### config.mk
export PLATFORM = sky130hd
export DESIGN_NAME = cronometro_progressivo
export DESIGN_NICKNAME = d
export VERILOG_FILES = /design/src/rtl/cronometro_progressivo.sv
export SDC_FILE = /design/constraint.sdc
export NUM_CORES = 1
export LEC_CHECK = 0
export ABC_AREA = 1
export CAP_MARGIN = 15
export CORE_UTILIZATION = 60
export CTS_CLUSTER_DIAMETER = 40
export DETAILED_ROUTE_END_ITERATION = 16
export DONT_BUFFER_PORTS = 1
export PLACE_DENSITY = 0.78
export SLEW_MARGIN = 5
export SYNTH_ARGS = -nofsm -noshare
export SYNTH_HDL_FRONTEND = slang
export SYNTH_SLANG_ARGS = --single-unit
### constraint.sdc
create_clock -name clock -period 1.95 [get_ports clock]
set_input_delay 0.39 -clock clock [delete_from_list [all_inputs] [get_ports clock]]
set_output_delay 0.39 -clock clock [all_outputs]
set_load 0.03 [all_outputs]
### src/rtl/cronometro_progressivo.sv
// cronometro_progressivo: BCD stopwatch with start/pause/clear and saturation at 9999
module cronometro_progressivo #(
   parameter int TICK_DIV = 50000
) (
   input  logic        clock,
   input  logic        clr,
   input  logic        iniciar,
   input  logic        parar,
   input  logic        zerar,
   output logic [15:0] Q,
   output logic        contando,
   output logic        pronto,
   output logic        estouro
);
   localparam int PW = (TICK_DIV > 1) ? $clog2(TICK_DIV) : 1;
   typedef enum logic [1:0] {INICIAL, CONTANDO, PARADO, ESTOURO} estado_t;
   estado_t estado, estado_nxt;
   logic [PW-1:0] presc, presc_nxt;
   logic [15:0] q_nxt, q_inc;
   logic pronto_nxt, tick, carry;
   assign tick = presc == PW'(TICK_DIV - 1);
   assign contando = estado == CONTANDO;
   assign estouro = estado == ESTOURO;
   // BCD increment by one: each 9 rolls to 0 and carries into the next digit
   always_comb begin
      q_inc = Q;
      carry = 1'b1;
      for (int i = 0; i < 4; i++) begin
         if (carry) begin
            q_inc[4*i +: 4] = (Q[4*i +: 4] == 4'd9) ? 4'd0 : Q[4*i +: 4] + 4'd1;
            carry = Q[4*i +: 4] == 4'd9;
         end
      end
   end
   // next state, prescaler and count; zerar overrides everything
   always_comb begin
      estado_nxt = estado;
      presc_nxt = presc;
      q_nxt = Q;
      if (zerar) begin
         estado_nxt = INICIAL;
         presc_nxt = '0;
         q_nxt = '0;
      end else begin
         case (estado)
            INICIAL: if (iniciar && !parar) begin
               estado_nxt = CONTANDO;
               presc_nxt = '0;
               q_nxt = '0;
            end
            CONTANDO: if (parar) estado_nxt = PARADO;
               else if (tick) begin
                  presc_nxt = '0;
                  estado_nxt = (Q == 16'h9999) ? ESTOURO : CONTANDO;
                  q_nxt = (Q == 16'h9999) ? Q : q_inc;
               end else presc_nxt = presc + PW'(1);
            PARADO: if (iniciar && !parar) estado_nxt = CONTANDO;
            default: estado_nxt = estado;
         endcase
      end
      pronto_nxt = (estado_nxt == PARADO && estado != PARADO) ||
                   (estado_nxt == ESTOURO && estado != ESTOURO);
   end
   // state registers; clr clears the measurement immediately
   always_ff @(posedge clock or negedge clr) begin
      if (!clr) begin
         estado <= INICIAL;
         presc <= '0;
         Q <= '0;
         pronto <= 1'b0;
      end else begin
         estado <= estado_nxt;
         presc <= presc_nxt;
         Q <= q_nxt;
         pronto <= pronto_nxt;
      end
   end
endmodule

# Yosys cells after proc, flatten, opt, wreduce, memory -nomap -nowiden
# Cells that the tools add are included.
word_totals:
  register_bits: 35
  inputBits: 5
  out_inout_bits: 19
  wordCells: 70
classes:
  add_sub_neg: 5
  n_eq_ne: 20
  muxes: 25
  n_reduce_logical: 13
op_table:
  columns: ["op", "count"]
  rows:
  - ["16-bit two-way mux", 8]
  - ["16-bit case mux with 2 select lines", 2]
  - ["16-bit equality test, second input constant", 2]
  - ["4-bit two-way mux", 7]
  - ["6-bit AND reduction", 3]
  - ["16-bit by 1-bit adder with 16-bit output, second input constant", 1]
  - ["4-bit by 1-bit adder with 4-bit output, second input constant", 4]
  - ["4-bit equality test, second input constant", 4]
  - ["3-bit by 2-bit != test with 1-bit output, second input constant", 4]
  - ["2-bit two-way mux", 5]
  - ["3-bit != test, second input constant", 3]
  - ["2-bit equality test, second input constant", 4]
  - ["5-bit AND reduction", 1]
  - ["2-bit != test, second input constant", 2]
  - ["2-bit case mux with 2 select lines", 1]
  - ["1-bit logical AND", 3]
  - ["3-bit AND reduction", 1]
  - ["3-bit nonzero test", 1]
  - ["2-bit by 1-bit equality test with 1-bit output, second input constant", 1]
  - ["2-bit logical NOT", 1]
  - ["1-bit two-way mux", 2]
  - ["2-bit OR reduction", 1]
  - ["1-bit logical NOT", 1]
  - ["1-bit logical OR", 1]

# Depth between registers and ports, before layout
depth:
  ltp_word: 9
  depth_mapped: 10
  depth_no_buf: 10

# Least setup slack after synthesis
# Ideal clock, no wire load.
synth_timing:
  kind: "register -> register"
  from: "register Q[4]"
  to: "register Q[12]"
  setup_time_ns: 0.119
  arrival_ns: 1.671
  t_required_ns: 1.831
  setup_slack_ns: 0.160
  stages_incl_launch_ff: 8
  path_buffers: 1
  synth_period_minus_slack_ns: 1.790
  path_cell_list: "dfrtp_1 > ha_1 > nand3b_4 > nor2_1 > nand4_2 > buf_4 > nand4_1 > nand2_1"
synth_between:
  elab_chain_len: 5
  elab_cells_between_ends: 7
  classes_between: "eq/ne (4); mux (2); reduce/logical (1)"
synth_lines:
  columns: ["element", "line", "text"]
  rows:
  - ["start: declaration", "10", "output logic [15:0] Q,"]
  - ["start signal: assignment", "74", "Q <= q_nxt;"]
  - ["4-bit equality test", "31", "carry = Q[4*i +: 4] == 4'd9;"]
  - ["1-bit two-way mux (2 in series)", "29", "if (carry) begin"]
  - ["3-bit by 2-bit != test with 1-bit output (no source line)", null, null]
  - ["6-bit AND reduction (no source line) (*)", null, null]
# Mark *: on every way between the ends. The rest lies on a longest branch, timed or not.
# A chain may end at the register's enable or synchronous reset.

# Worst setup path after layout
layout_timing:
  from: "register estado[0]"
  to: "register Q[9]"
layout_between:
  elab_chain_len: 3
  elab_cells_between_ends: 11
  classes_between: "eq/ne (6); mux (2); reduce/logical (3)"
layout_lines:
  columns: ["element", "line", "text"]
  rows:
  - ["start: declaration", "17", "estado_t estado, estado_nxt;"]
  - ["start signal: assignment", "72", "estado <= estado_nxt;"]
  - ["2-bit by 1-bit equality test with 1-bit output / 2-bit logical NOT (equally long branches)", "45", "case (estado)"]
  - ["3-bit by 2-bit != test with 1-bit output (no source line) (tied with other cells)", null, null]
  - ["6-bit AND reduction (no source line) / 16-bit two-way mux (equally long branches)", null, null]
# Several ways; a longest one is shown, not always the timed one.

==> metrics.md <==
| Metric | Value |
|---|---|
| Final worst slack | `245 ps` |
| Core Region | `between 3000 and 4000 um^2` |
| Worst-margin pin slew | `roughly 420 ps` |
| Predominant post-synthesis flop cell | `dfrtp_1` |
| CP Launch Point | `estado[0]` |
| Crit path DAT | `~1900 ps` |
| Post-CTS Repair Setup Buffers | `0` |
| Skew final | `about 12 ps` |
| CTS tree | `built` |
| IO Pins | `24` |
| Fill cells | `roughly 310` |
| Vias per inst | `roughly 5.6` |
| Vias in the first global route | `~2100` |
| Reg2Reg Depth | `7` |
| Outcome | `finished clean` |
| Commonest non-fill, non-tap cells in the layout | `101 x nand2_1, 47 x nor2_1, 37 x inv_1` |
| Gate Count Post-Synth | `340` |
| CTS Root Cell | `clkbuf_8` |
| Leak | `between 0.001 and 0.0015 uW` |
| Initial Utilization | `0.643` |
| GRT Total Usage | `0.285` |
| RSZ-0062 raised after global routing | `no` |
| Worst-path clk slew | `around 60 ps` |
| Power, Total | `1470 uW` |
| Top-area cell type share of the netlist area | `0.361` |
| Setup Crit Path Kind | `reg -> reg` |
| Max-Cap Viols | `0` |
| Die W | `between 60 and 70 um` |
| Syn_nets | `roughly 350` |
| Cell row count | `22` |
| CP required | `2170 ps` |
| Total number of yosys warnings | `0` |
| Fmax | `a little under 600 MHz` |
| 1st-iter DRT viols | `~280` |
| Setup Viol. Count Final | `0` |
| Total Wirelength | `about 5.3 mm` |
| ANT cells | `0` |
| Worst reg2reg path startpoint | `estado[0]` |
| TritonCTS buffer count | `5` |
| DRC violations left | `0` |
| Pre-CTS WS | `roughly 130 ps` |
| HPWL after detailed placement | `~3.9 mm` |
| CTS HTree Levels | `2` |
| Post-layout min period | `around 1700 ps` |
| CP Capture Type | `flip-flop` |
| Gr ovfl total | `0` |
| Final hold vios | `0` |
| Routed Antenna Nets | `0` |
| Period utilization | `0.875` |
| Synth area leader | `dfrtp_1` |
| GP Congestion | `0.866` |
| Total die area | `about 4300 um^2` |
| First-pass GRT wire length | `between 9 and 10 mm` |
| DRT Pass-1 Iters | `5` |
| Worst rel slew slack | `0.720` |
| CP startpoint kind | `flip-flop` |
| Critical Path Fanout Max | `12` |
| Post-synth cell types | `34` |
| Clk_lat worst skew | `290 ps` |
| Pwr dens | `roughly 550 nW/um^2` |
| Largest net degree at the start of global routing | `36` |
| Worst hold path class | `in -> reg` |
| Commonest non-fill, non-tap cell in the layout | `nand2_1` |
| Worst R2R End | `Q[9]` |
| Final #Nets | `between 300 and 400` |
| Port bufs | `0` |
| Area delta synth->final | `11.0%` |
| Initial antenna violation count | `0` |
| VDD IR max | `~0.44 mV` |
| CP endpoint | `Q[9]` |
| Setup tns final | `0 ps` |
| Final Max Tran Viols | `0` |
| Clock Tree Buf Depth | `2` |
| Register area share after synthesis | `0.361` |
| Mean area per synthesized cell | `about 7.1 um^2` |
| Flop2flop setup slack | `240 ps` |
| # clock sinks | `35` |
| DIE HEIGHT | `~66 um` |
| Share of cells above drive strength 1 | `0.111` |
| Seq cells post-synth | `35` |
| Routed WL per cell | `around 13 um` |
| Synth top area cells | `dfrtp_1 36%, nand2_1 16%, nor2_1 7.3%` |
| Mapped cell area | `2420 um^2` |
| Via count | `2295` |
| Number of flops mapped to enable cells by yosys | `0` |
| Layout Utilization | `0.714` |
| Async SR Flop Fraction | `1.00` |
[cell type report]
| class | count | area (um^2) | area share |
|---|---|---|---|
| inverters | 41 | 161 | 0.0600 |
| flip-flops and latches | 35 | 876 | 0.325 |
| clock buffers | 8 | 100 | 0.0372 |
| multi-input cells | 257 | 1330 | 0.494 |
| well taps | 48 | 60.1 | 0.0223 |
| repair buffers | 20 | 165 | 0.0614 |
[power by group]
group	leakage [uW]	total [uW]	internal, uW	switching (uW)
registers	0.000488	739	732	7.44
logic	0.000838	152	43.0	109
clock network	0.0000515	579	322	257
[through the flow]
stage | area (um^2) | cells | hold WS (ps)
2_1_floorplan | 2420 | 340 | 94.4
5_1_grt | 2690 | 409 | 186
6_report | 2690 | 409 | 195
3_3_place_gp | 2560 | 399 | 95.1
4_1_cts | 2690 | 409 | 187
3_5_place_dp | 2560 | 399 | 95.4
[logic make-up after synthesis]
logic type / synth area share
simple gates: 0.416
buf+inv: 0.0918
flops: 0.361
compound gates: 0.0619
fa+ha+maj: 0.0464
xor+xnor: 0.0181
mux: 0.00413
[sequential cells by signal, indices dropped and copies added, names as in the netlist]
signal / cells
Q: 16
presc: 16
estado: 2
pronto: 1
[routing by layer]
layer / vias up / global-route usage / wire length, um
met5: - / 0 / 0
met4: 0 / 0.0978 / 80
met3: 10 / 0.0694 / 370
met2: 87 / 0.399 / 2200
met1: 1047 / 0.424 / 2680
li1: 1151 / - / -
[synth_stat cells, types with 2 or more instances]
| library cell | n |
|---|---|
| nand2_1 | 102 |
| nor2_1 | 47 |
| inv_1 | 37 |
| dfrtp_1 | 35 |
| nand3_1 | 26 |
| nand4_1 | 22 |
| a21oi_1 | 14 |
| ha_1 | 9 |
| nor3_1 | 9 |
| xor2_1 | 4 |
| buf_4 | 3 |
| buf_6 | 3 |
| o21ai_0 | 3 |
| o21bai_1 | 3 |
| inv_2 | 2 |
| nand3_4 | 2 |
| o211ai_1 | 2 |
[worst min path at each step]
stage,start,to,slack (ps),cells after the start
6_report,parar,estado[0],200,1
5_1_grt,parar,estado[0],190,1
4_1_cts,parar,estado[0],190,1
3_5_place_dp,clr,presc[8],100,0
3_3_place_gp,clr,presc[6],100,0
2_1_floorplan,clr,Q[0],90,0
[timing repair]
item | 4_1_cts | 5_1_grt
gates resized for setup | 0 | 1
hold buffers | 2 | 0
hold endpoints to repair | 35 | 0
endpoints found under the setup margin | 0 | 2
[critical path, cell delays in order, from the launching register on]
cell     delay [ps]
dfrtp_1         550
nand2_8         110
nand3_1         160
nand3_4         160
a21oi_4         260
buf_4           230
nand4_1          90
nand2_1          90
No activity file was read; power rests on OpenSTA's default activity.
